`src/rtl/manchester_frame_tx_if.sv`:
```
// Valid/ready word-source handshake into the Manchester frame transmitter.
//   tx_valid : source has a word
//   tx_ready : transmitter FIFO can accept a word
//   tx_data  : payload word, DATA_BITS wide
interface manchester_frame_tx_if #(
    parameter int unsigned DATA_BITS = 8
);
    logic                 tx_valid;
    logic                 tx_ready;
    logic [DATA_BITS-1:0] tx_data;

    modport master (output tx_valid, output tx_data, input tx_ready);
    modport slave  (input tx_valid, input tx_data, output tx_ready);
endinterface

```
`src/rtl/manchester_frame_tx.sv`:
```
// Manchester-encoded serial frame transmitter with an input FIFO.
// Frame: encoded start bit (logic 1), DATA_BITS encoded data bits, optional
// encoded parity bit, then STOP_BITS unencoded periods at IDLE_LEVEL.
// Queued words are sent back to back with no idle clocks between frames.
//   clk        : system clock, rising edge
//   reset      : asynchronous active-high reset
//   s_if       : word source handshake (slave side; tx_ready is registered)
//   tx         : serial line, registered
//   busy       : frame in progress, registered
//   fifo_level : FIFO occupancy, registered
module manchester_frame_tx #(
    parameter int unsigned DATA_BITS  = 8,
    parameter int unsigned STOP_BITS  = 1,
    parameter int unsigned PARITY_EN  = 0,
    parameter int unsigned PARITY_ODD = 0,
    parameter int unsigned MSB_FIRST  = 0,
    parameter int unsigned POLARITY   = 0,
    parameter int unsigned IDLE_LEVEL = 0,
    parameter int unsigned FIFO_DEPTH = 4,
    parameter int unsigned CLK_FREQ   = 18_750_000,
    parameter int unsigned BAUDRATE   = 115200
) (
    input  logic                          clk,
    input  logic                          reset,
    manchester_frame_tx_if.slave          s_if,
    output logic                          tx,
    output logic                          busy,
    output logic [$clog2(FIFO_DEPTH):0]   fifo_level
);

    localparam int unsigned FULLBAUD = CLK_FREQ / BAUDRATE;
    localparam int unsigned HALF     = FULLBAUD / 2;
    localparam int unsigned CNT_W    = $clog2(FULLBAUD);
    localparam int unsigned IDX_W    = $clog2(DATA_BITS);
    localparam int unsigned PTR_W    = $clog2(FIFO_DEPTH);
    localparam int unsigned LVL_W    = PTR_W + 1;
    localparam logic        POL      = 1'(POLARITY);
    localparam logic        IDLE     = 1'(IDLE_LEVEL);
    localparam logic        ODD      = 1'(PARITY_ODD);

    typedef enum logic [2:0] {
        S_IDLE, S_START, S_DATA, S_PARITY, S_STOP
    } state_t;

    state_t               state;
    logic [CNT_W-1:0]     cnt;
    logic [IDX_W-1:0]     bit_idx;
    logic [DATA_BITS-1:0] shreg;
    logic                 parity_bit;
    logic                 line_bit;

    logic [DATA_BITS-1:0] mem [FIFO_DEPTH];
    logic [PTR_W-1:0]     wr_ptr;
    logic [PTR_W-1:0]     rd_ptr;
    logic                 ready_q;

    logic                 push_c;
    logic                 pop_c;
    logic                 period_end_c;
    logic                 out_bit_c;
    logic [DATA_BITS-1:0] shift_c;
    logic [DATA_BITS-1:0] head_c;
    logic [LVL_W-1:0]     level_nxt_c;

    assign s_if.tx_ready = ready_q;
    assign push_c        = s_if.tx_valid & ready_q;
    assign head_c        = mem[rd_ptr];
    assign period_end_c  = (cnt == CNT_W'(FULLBAUD - 1));

    // Pop either from idle or on the very last stop clock (gapless chaining).
    assign pop_c = (fifo_level != '0) &&
                   ((state == S_IDLE) ||
                    ((state == S_STOP) && period_end_c &&
                     (bit_idx == IDX_W'(STOP_BITS - 1))));

    // Next data bit sits at the shift-register end selected by bit order.
    assign out_bit_c = (MSB_FIRST != 0) ? shreg[DATA_BITS-1] : shreg[0];
    assign shift_c   = (MSB_FIRST != 0) ? {shreg[DATA_BITS-2:0], 1'b0}
                                        : {1'b0, shreg[DATA_BITS-1:1]};

    // FIFO occupancy after this edge's push/pop.
    always_comb begin
        level_nxt_c = fifo_level;
        if (push_c && !pop_c) begin
            level_nxt_c = fifo_level + LVL_W'(1);
        end else if (!push_c && pop_c) begin
            level_nxt_c = fifo_level - LVL_W'(1);
        end
    end

    // FIFO storage; contents are discarded on reset via the pointers.
    always_ff @(posedge clk) begin
        if (push_c) begin
            mem[wr_ptr] <= s_if.tx_data;
        end
    end

    // FIFO pointers, level and registered ready.
    always_ff @(posedge clk or posedge reset) begin
        if (reset) begin
            wr_ptr     <= '0;
            rd_ptr     <= '0;
            fifo_level <= '0;
            ready_q    <= 1'b0;
        end else begin
            if (push_c) wr_ptr <= wr_ptr + PTR_W'(1);
            if (pop_c)  rd_ptr <= rd_ptr + PTR_W'(1);
            fifo_level <= level_nxt_c;
            ready_q    <= (level_nxt_c != LVL_W'(FIFO_DEPTH));
        end
    end

    // Frame sequencer. line_bit holds the encoded second half of the current
    // bit; the first half (its inverse) is driven at the bit boundary.
    always_ff @(posedge clk or posedge reset) begin
        if (reset) begin
            state      <= S_IDLE;
            cnt        <= '0;
            bit_idx    <= '0;
            shreg      <= '0;
            parity_bit <= 1'b0;
            line_bit   <= 1'b0;
            tx         <= IDLE;
            busy       <= 1'b0;
        end else begin
            case (state)
                S_IDLE: begin
                    tx   <= IDLE;
                    busy <= 1'b0;
                    cnt  <= '0;
                end
                S_START, S_DATA, S_PARITY: begin
                    cnt <= period_end_c ? '0 : cnt + CNT_W'(1);
                    if (cnt == CNT_W'(HALF - 1)) begin
                        tx <= line_bit;
                    end
                    if (period_end_c) begin
                        if ((state == S_START) ||
                            ((state == S_DATA) && (bit_idx != IDX_W'(DATA_BITS - 1)))) begin
                            state    <= S_DATA;
                            bit_idx  <= (state == S_START) ? '0 : bit_idx + IDX_W'(1);
                            line_bit <= out_bit_c ^ POL;
                            tx       <= ~(out_bit_c ^ POL);
                            shreg    <= shift_c;
                        end else if ((state == S_DATA) && (PARITY_EN != 0)) begin
                            state    <= S_PARITY;
                            line_bit <= parity_bit ^ POL;
                            tx       <= ~(parity_bit ^ POL);
                        end else begin
                            state   <= S_STOP;
                            bit_idx <= '0;
                            tx      <= IDLE;
                        end
                    end
                end
                S_STOP: begin
                    tx  <= IDLE;
                    cnt <= period_end_c ? '0 : cnt + CNT_W'(1);
                    if (period_end_c) begin
                        if (bit_idx != IDX_W'(STOP_BITS - 1)) begin
                            bit_idx <= bit_idx + IDX_W'(1);
                        end else begin
                            state <= S_IDLE;
                            busy  <= 1'b0;
                        end
                    end
                end
                default: begin
                    state <= S_IDLE;
                    cnt   <= '0;
                    tx    <= IDLE;
                    busy  <= 1'b0;
                end
            endcase

            // Frame load overrides the idle/stop exit; start bit is logic 1.
            if (pop_c) begin
                state      <= S_START;
                cnt        <= '0;
                bit_idx    <= '0;
                shreg      <= head_c;
                parity_bit <= (^head_c) ^ ODD;
                line_bit   <= ~POL;
                tx         <= POL;
                busy       <= 1'b1;
            end
        end
    end

endmodule

```
`src/flat_wrapper.sv`:
```
// flat-port wrapper written by rule: the top's interface ports become plain ports
module manchester_frame_tx_flat 
#(
    parameter int unsigned DATA_BITS  = 8,
    parameter int unsigned STOP_BITS  = 1,
    parameter int unsigned PARITY_EN  = 0,
    parameter int unsigned PARITY_ODD = 0,
    parameter int unsigned MSB_FIRST  = 0,
    parameter int unsigned POLARITY   = 0,
    parameter int unsigned IDLE_LEVEL = 0,
    parameter int unsigned FIFO_DEPTH = 4,
    parameter int unsigned CLK_FREQ   = 18_750_000,
    parameter int unsigned BAUDRATE   = 115200
)
  (clk, reset, tx, busy, fifo_level, s_if_tx_valid, s_if_tx_data, s_if_tx_ready);
  manchester_frame_tx_if #(.DATA_BITS(DATA_BITS)) s_if_i ();
  input  logic clk;
  input  logic reset;
  output logic tx;
  output logic busy;
  output logic [$clog2(FIFO_DEPTH):0] fifo_level;
  input wire logic [$bits(s_if_i.tx_valid)-1:0] s_if_tx_valid;
  input wire logic [$bits(s_if_i.tx_data)-1:0] s_if_tx_data;
  output wire logic [$bits(s_if_i.tx_ready)-1:0] s_if_tx_ready;
  assign s_if_i.tx_valid = s_if_tx_valid;
  assign s_if_i.tx_data = s_if_tx_data;
  assign s_if_tx_ready = s_if_i.tx_ready;
  manchester_frame_tx #(.DATA_BITS(DATA_BITS), .STOP_BITS(STOP_BITS), .PARITY_EN(PARITY_EN), .PARITY_ODD(PARITY_ODD), .MSB_FIRST(MSB_FIRST), .POLARITY(POLARITY), .IDLE_LEVEL(IDLE_LEVEL), .FIFO_DEPTH(FIFO_DEPTH), .CLK_FREQ(CLK_FREQ), .BAUDRATE(BAUDRATE)) u_core (.clk(clk), .reset(reset), .s_if(s_if_i), .tx(tx), .busy(busy), .fifo_level(fifo_level));
endmodule
```
`config.mk`:
```
export PLATFORM = sky130hd
export DESIGN_NAME = manchester_frame_tx_flat
export DESIGN_NICKNAME = d
export VERILOG_FILES = /design/src/rtl/manchester_frame_tx_if.sv /design/src/rtl/manchester_frame_tx.sv /design/src/flat_wrapper.sv
export SDC_FILE = /design/constraint.sdc
export NUM_CORES = 1
export LEC_CHECK = 0
export CAP_MARGIN = 20
export CORE_MARGIN = 1.5
export CORE_UTILIZATION = 45
export CTS_CLUSTER_SIZE = 24
export DETAILED_ROUTE_END_ITERATION = 10
export HOLD_SLACK_MARGIN = 0.15
export PLACE_DENSITY = 0.63
export SLEW_MARGIN = 20
export SYNTH_ARGS = -nofsm -noshare
export SYNTH_HDL_FRONTEND = slang
export SYNTH_SLANG_ARGS = --single-unit
```
`constraint.sdc`:
```
create_clock -name clk -period 3 [get_ports clk]
set_clock_uncertainty 0.05 [all_clocks]
set_input_delay 0.3 -clock clk [delete_from_list [all_inputs] [get_ports clk]]
set_output_delay 0.3 -clock clk [all_outputs]
set_load 0.01 [all_outputs]
```
==> reports/results.ini, run 1 <==
[status]
outcome = finished clean

[power_and_ir_drop]
seqPwrFrac_pct = 48.1
swShare_pct = 24.1
p_int_mw = 1.77
ir_drop_v = 0.000411
leakage_nw = 1.33
p_comb_share_pct = 13.8
p_per_area_mw_per_mm2 = 686
switchingPower_mw = 0.564
clkPwrFrac_pct = 38.1

[clocking]
cts_resized = 0
max-clock-path-buffers = 2
hold_buffers = 0
cts-root-buf = clkbuf_8
clock_sinks = 65
cts_tree = done
cts_setup_buffers = 0
insertion_delay_ns = 0.34
clkTransAtPathRegs_ns = 0.07
htree_levels = 3
numCtsBuffers = 9

[synthesis]
ys_warn_count = 0
avgSynthCellArea_um2 = 13.6
synth.cell_area_mm2 = 0.00294
ys_types = 43
ys_seq_area_share_pct = 60.8
ys.flop_type = dfrtp_1
synth_edf_count = 32
syn_inst = 216
synth_nets = 240
async_flop_share_pct = 50.8
ys_ff_latch = 65

[place]
place.gp.congestion = 0.738
port_buffers = 16
hpwl_mm = 3.09

[sta]
slew_headroom_pct = 59.5
drv_slew = 0
setup_viol = 0
rsz0062_at_grt = false
finalHoldViolCount = 0
layout_min_cycle_time_ns = 2.16
hold_ws_ns = 0.293
fmax_mhz = 463
fin_crit_sh_pct = 72.0
worst_slew_pin_slew_ns = 0.606
finalSetupTns_ns = 0

[floorplanning]
dieArea_mm2 = 0.00702
die_x_um = 83.8
start_util_pct = 46.5
die_y_um = 83.8
io_pins = 17
core_area_mm2 = 0.00631
rows = 29

[global_route]
grt_overflow = 0
grt_antenna_before_repair = 0
grt_max_degree = 34
first_global_vias = 1631
grtUsageTotal_pct = 14.6
grt_pass1_wl_mm = 7.80

[setup_path]
reg2reg_to = u_core.s_if.tx_ready
r2r-start = u_core.cnt[1]
crit_start = u_core.cnt[1]
cp_max_fo = 20
crit_arrival_ns = 2.32
critPathCaptureType = register
critPathKind = reg2reg
crit_end = u_core.s_if.tx_ready
r2r_slack_ns = 0.84
critPathRequiredTime_ns = 3.16
cp-start-kind = register
reg2reg_depth = 9

[route]
drt-total-wl_mm = 4.53
drtIter0Drc = 75
routedWlPerCell_um = 14.2
detail-route-antenna-nets = 0
route.detailed.drc = 0
drtPass1Iterations = 4
via_per_inst = 5.13
vias = 1643

[cells_and_area]
drive_gt1_share_pct = 14.4
syn2layout_area_growth_pct = 16.1
final_net_count = 262
diodes = 0

[hold_path]
holdCritPathClass = in2async

[flow_run]
drv_cap = 0

critical path: stages, from the launching register on:
cell and delay (ns):
dfrtp_1 0.42, inv_1 0.09, ha_1 0.15, and4bb_4 0.27, nand4_2 0.13, a21oi_4 0.30
buf_4 0.28, nand2_1 0.07, a21oi_1 0.18, o211ai_1 0.10
synthesized netlist by cell type, types with 2 or more instances:
cell type | number | share of area, %
a21o_1 | 3 | 0.77
a21oi_1 | 4 | 0.68
a32o_1 | 2 | 0.68
and2_1 | 2 | 0.43
and3_1 | 6 | 1.3
buf_2 | 2 | 0.34
dfrtp_1 | 33 | 28
edfxtp_1 | 32 | 33
ha_1 | 13 | 5.5
inv_1 | 14 | 1.8
mux2i_1 | 10 | 3.4
mux4_2 | 8 | 6.1
nand2_1 | 14 | 1.8
nand3_1 | 6 | 1.0
nor2_1 | 18 | 2.3
nor3_1 | 2 | 0.34
o21ai_0 | 7 | 1.2
o21ai_1 | 5 | 0.85
xnor2_1 | 4 | 1.2
xor2_1 | 8 | 2.4
routing by layer:
layer	GRT usage [%]	wire [µm]
met2	22.9	2210
met5	0	0
met4	5.37	68
met3	5.93	176
met1	18.3	2080
how the worst min path moves through the flow:
stage | from | endpoint | slack (ns) | cells after the start
6_report | reset | u_core.fifo_level[0] | 0.29 | 3
5_1_grt | reset | u_core.wr_ptr[1] | 0.35 | 3
4_1_cts | reset | u_core.wr_ptr[0] | 0.30 | 3
3_5_place_dp | u_core.shreg[7] | u_core.shreg[7] | 0.44 | 1
3_3_place_gp | u_core.shreg[7] | u_core.shreg[7] | 0.44 | 1
2_1_floorplan | s_if_tx_data[0] | u_core.mem[0][0] | 0.35 | 0
cells in the final DEF (no fill, tap or decap), types with 2 or more instances in the layout:
master,count
edfxtp_1,32
buf_4,2
clkdlybuf4s50_1,16
clkbuf_8,9
dfrtp_1,33
mux2i_1,10
xor2_1,8
nor3_1,2
xnor2_1,4
a21o_1,3
inv_1,14
ha_1,13
a32o_1,2
o21ai_0,7
nand2_1,14
o21ai_1,5
nand3_1,6
nor2_1,18
mux4_2,8
and2_1,2
and3_1,6
bufinv_16,3
a21oi_1,4
cell families after synthesis:
family,share of synthesized area (%)
flip-flops,60.8
adder cells (fa/ha/maj),5.88
multiplexers,9.93
AO/OA/AOI/OAI,6.18
AND/OR/NAND/NOR,10.4
buffers and inverters,3.20
XOR/XNOR,3.58
final cells by class:
type | instances | area (µm²)
fill | 544 | 2900
clock buffer | 10 | 128
inverter | 14 | 52.6
timing repair buffer | 18 | 175
tap | 77 | 96.3
multi-input combinational | 130 | 1060
clock inverter | 6 | 115
sequential | 65 | 1790
flip-flops by register name (all words and copies together) (netlist names):
| signal | flops |
|---|---|
| u_core.fifo_level | 3 |
| u_core.mem | 32 |
| u_core.tx | 1 |
| u_core.busy | 1 |
| u_core.state | 3 |
| u_core.rd_ptr | 2 |
| u_core.shreg | 8 |
| u_core.wr_ptr | 2 |
| u_core.line_bit | 1 |
| u_core.s_if.tx_ready | 1 |
| u_core.bit_idx | 3 |
| u_core.cnt | 8 |
power groups by stage:
stage | clock network (mW) | registers (mW) | logic, mW
final | 0.890 | 1.12 | 0.323
after global routing | 0.951 | 1.14 | 0.366
after CTS | 0.915 | 1.13 | 0.332
after detailed placement | 0 | 1.14 | 0.331
after global placement | 0 | 1.14 | 0.330
after floorplan | 0 | 1.14 | 0.200
stage by stage:
step / instances / instance area [µm²] / setup slack, ns / power, mW / utilization [%]
floorplan: 216 / 2940 / 1.08 / 1.34 / -
global placement: 304 / 3170 / 0.892 / 1.47 / 50.2
detailed placement: 304 / 3170 / 0.847 / 1.47 / 50.2
CTS: 320 / 3410 / 0.831 / 2.37 / 54.0
global route: 320 / 3410 / 0.656 / 2.45 / 54.0
finish: 320 / 3410 / 0.841 / 2.34 / 54.0
No activity file was read; power rests on OpenSTA's default activity.
==> inputs of run 2 (changes only) <==
clock period = 2.15 ns   (was 3 ns; I/O delays follow)
==> reports/results.ini, run 2 (synthesis gave the netlist of run 1 again) <==
[route]
vias = 1668  ; was 1643
route.met2.wl_mm = 2.43  ; was 2.21 mm
met3_length_um = 117  ; was 176 µm
detail-route-antenna-nets = 0  ; unchanged
drt-total-wl_mm = 4.75  ; was 4.53 mm
drt-met1-wl_mm = 2.11  ; was 2.08 mm
drtPass1Iterations = 4  ; unchanged
maxUsedRoutingLayer = met4  ; unchanged
via_per_inst = 5.13  ; about the same
routedWlPerCell_um = 14.6  ; was 14.2 µm
drtIter0Drc = 80  ; was 75
route.detailed.drc = 0  ; unchanged

[cells_and_area]
final_net_count = 267  ; was 262
mostFrequentLayoutCells = dfrtp_1 (33), edfxtp_1 (32), nor2_1 (18)  ; unchanged
final_common_cell = dfrtp_1  ; unchanged
drive_gt1_share_pct = 16.5  ; was 14.4%
diodes = 0  ; unchanged
regMostFlops = u_core.mem  ; unchanged
largestRegisters = u_core.mem (32), u_core.cnt (8), u_core.shreg (8)  ; unchanged
largest_reg_flops = 32  ; unchanged
fill_cells = 543  ; was 544
syn2layout_area_growth_pct = 15.6  ; was 16.1%

[clocking]
clock_sinks = 65  ; unchanged
cts_resized = 0  ; unchanged
cts_tree = done  ; unchanged
hold_buffers = 0  ; unchanged
numCtsBuffers = 9  ; unchanged
insertion_delay_ns = 0.34  ; about the same
cts_setup_buffers = 0  ; unchanged
clkTransAtPathRegs_ns = 0.08  ; was 0.07 ns
max-clock-path-buffers = 2  ; unchanged
cts-root-buf = clkbuf_8  ; unchanged
htree_levels = 3  ; unchanged

[flow_run]
drv_cap = 0  ; unchanged

[place]
hpwl_mm = 3.23  ; was 3.09 mm
post-place-ws_ns = 0.140  ; was 0.847 ns
place.gp.congestion = 0.750  ; was 0.738
port_buffers = 16  ; unchanged

[sta]
finalHoldViolCount = 0  ; unchanged
hold_ws_ns = 0.206  ; was 0.293 ns
drv_slew = 0  ; unchanged
setup_viol = 0  ; unchanged
fin_crit_sh_pct = 91.8  ; was 72.0%
fmax_mhz = 506  ; was 463 MHz
rsz0062_at_grt = false  ; unchanged
slew_headroom_pct = 69.1  ; was 59.5%
finalSetupTns_ns = 0  ; unchanged
worst_slew_pin_slew_ns = 0.463  ; was 0.606 ns
setup_ws_ns = 0.176  ; was 0.841 ns
layout_min_cycle_time_ns = 1.97  ; was 2.16 ns

[power_and_ir_drop]
p_total_mw = 2.97  ; was 2.34 mW
leakage_nw = 1.32  ; was 1.33 nW
p_per_area_mw_per_mm2 = 874  ; was 686 mW/mm²
ir_drop_v = 0.000502  ; was 0.000411 V

[floorplanning]
rows = 29  ; unchanged
die_y_um = 83.8  ; unchanged
die_x_um = 83.8  ; unchanged
dieArea_mm2 = 0.00702  ; unchanged
core_area_mm2 = 0.00631  ; unchanged
start_util_pct = 46.5  ; unchanged
io_pins = 17  ; unchanged

[setup_path]
cp_max_fo = 5  ; was 20
reg2reg_depth = 8  ; was 9
critPathKind = reg2reg  ; unchanged
critPathCaptureType = register  ; unchanged
crit_arrival_ns = 2.14  ; was 2.32 ns
critPathRequiredTime_ns = 2.32  ; was 3.16 ns
cp-start-kind = register  ; unchanged

[global_route]
first_global_vias = 1710  ; was 1631
grt_antenna_before_repair = 0  ; unchanged
grtUsageTotal_pct = 15.4  ; was 14.6%
grt_pass1_wl_mm = 8.29  ; was 7.80 mm
grt_overflow = 0  ; unchanged
grt_max_degree = 34  ; unchanged

[status]
outcome = finished clean  ; unchanged

[hold_path]
holdCritPathClass = in2async  ; unchanged

==> run 2: report_power, final <==
part / total [mW] / switching, mW / internal [mW]
clock: 0.940 / 0.512 / 0.427
combinational: 0.459 / 0.246 / 0.213
sequential: 1.57 / 0.0824 / 1.49
total: 2.97 / 0.841 / 2.13
==> run 2: stage by stage <==
step | std cells | utilization (%) | instance area, µm²
finish | 325 | 53.8 | 3400
global route | 325 | 53.8 | 3400
CTS | 325 | 53.8 | 3400
detailed placement | 309 | 51.0 | 3220
global placement | 309 | 51.0 | 3220
floorplan | 216 | - | 2940
==> run 2: layout make-up <==
class                   instances  area [µm²]  share of cell area, %
multi-input cells             130        1060                   31.1
flip-flops and latches         65        1790                   52.6
well taps                      77        96.3                   2.84
inverters                      14        52.6                   1.55
repair buffers                 23         225                   6.63
clock inverters                 7        55.1                   1.62
clock buffers                   9         124                   3.65
==> run 2: worst paths after layout <==
| path | start | end | slack (ns) |
|---|---|---|---|
| setup / recovery | u_core.cnt[1] | u_core.s_if.tx_ready | 0.18 |
| hold / removal | reset | u_core.wr_ptr[0] | 0.21 |
| setup reg to reg | u_core.cnt[1] | u_core.s_if.tx_ready | 0.18 |
| hold reg to reg | u_core.busy | u_core.busy | 0.47 |
| max in group asynchronous | reset | u_core.shreg[4] | 1.54 |
| min in group clk | s_if_tx_data[5] | u_core.mem[0][5] | 0.46 |
==> run 2: metal layers <==
| metal | track usage (%) | vias to the layer above |
|---|---|---|
| met1 | 18.8 | 807 |
| met3 | 3.26 | 9 |
| met2 | 25.6 | 19 |
| met5 | 0 | - |
| met4 | 8.05 | 0 |
| li1 | - | 833 |
==> run 2: critical path: stages (launching register included) <==
cell      delay (ns)
dfrtp_1         0.42
inv_1           0.09
ha_1            0.14
and4bb_4        0.26
nand4_2         0.13
a21oi_4         0.24
mux2i_1         0.23
xor2_1          0.19
o211ai_1        0.11
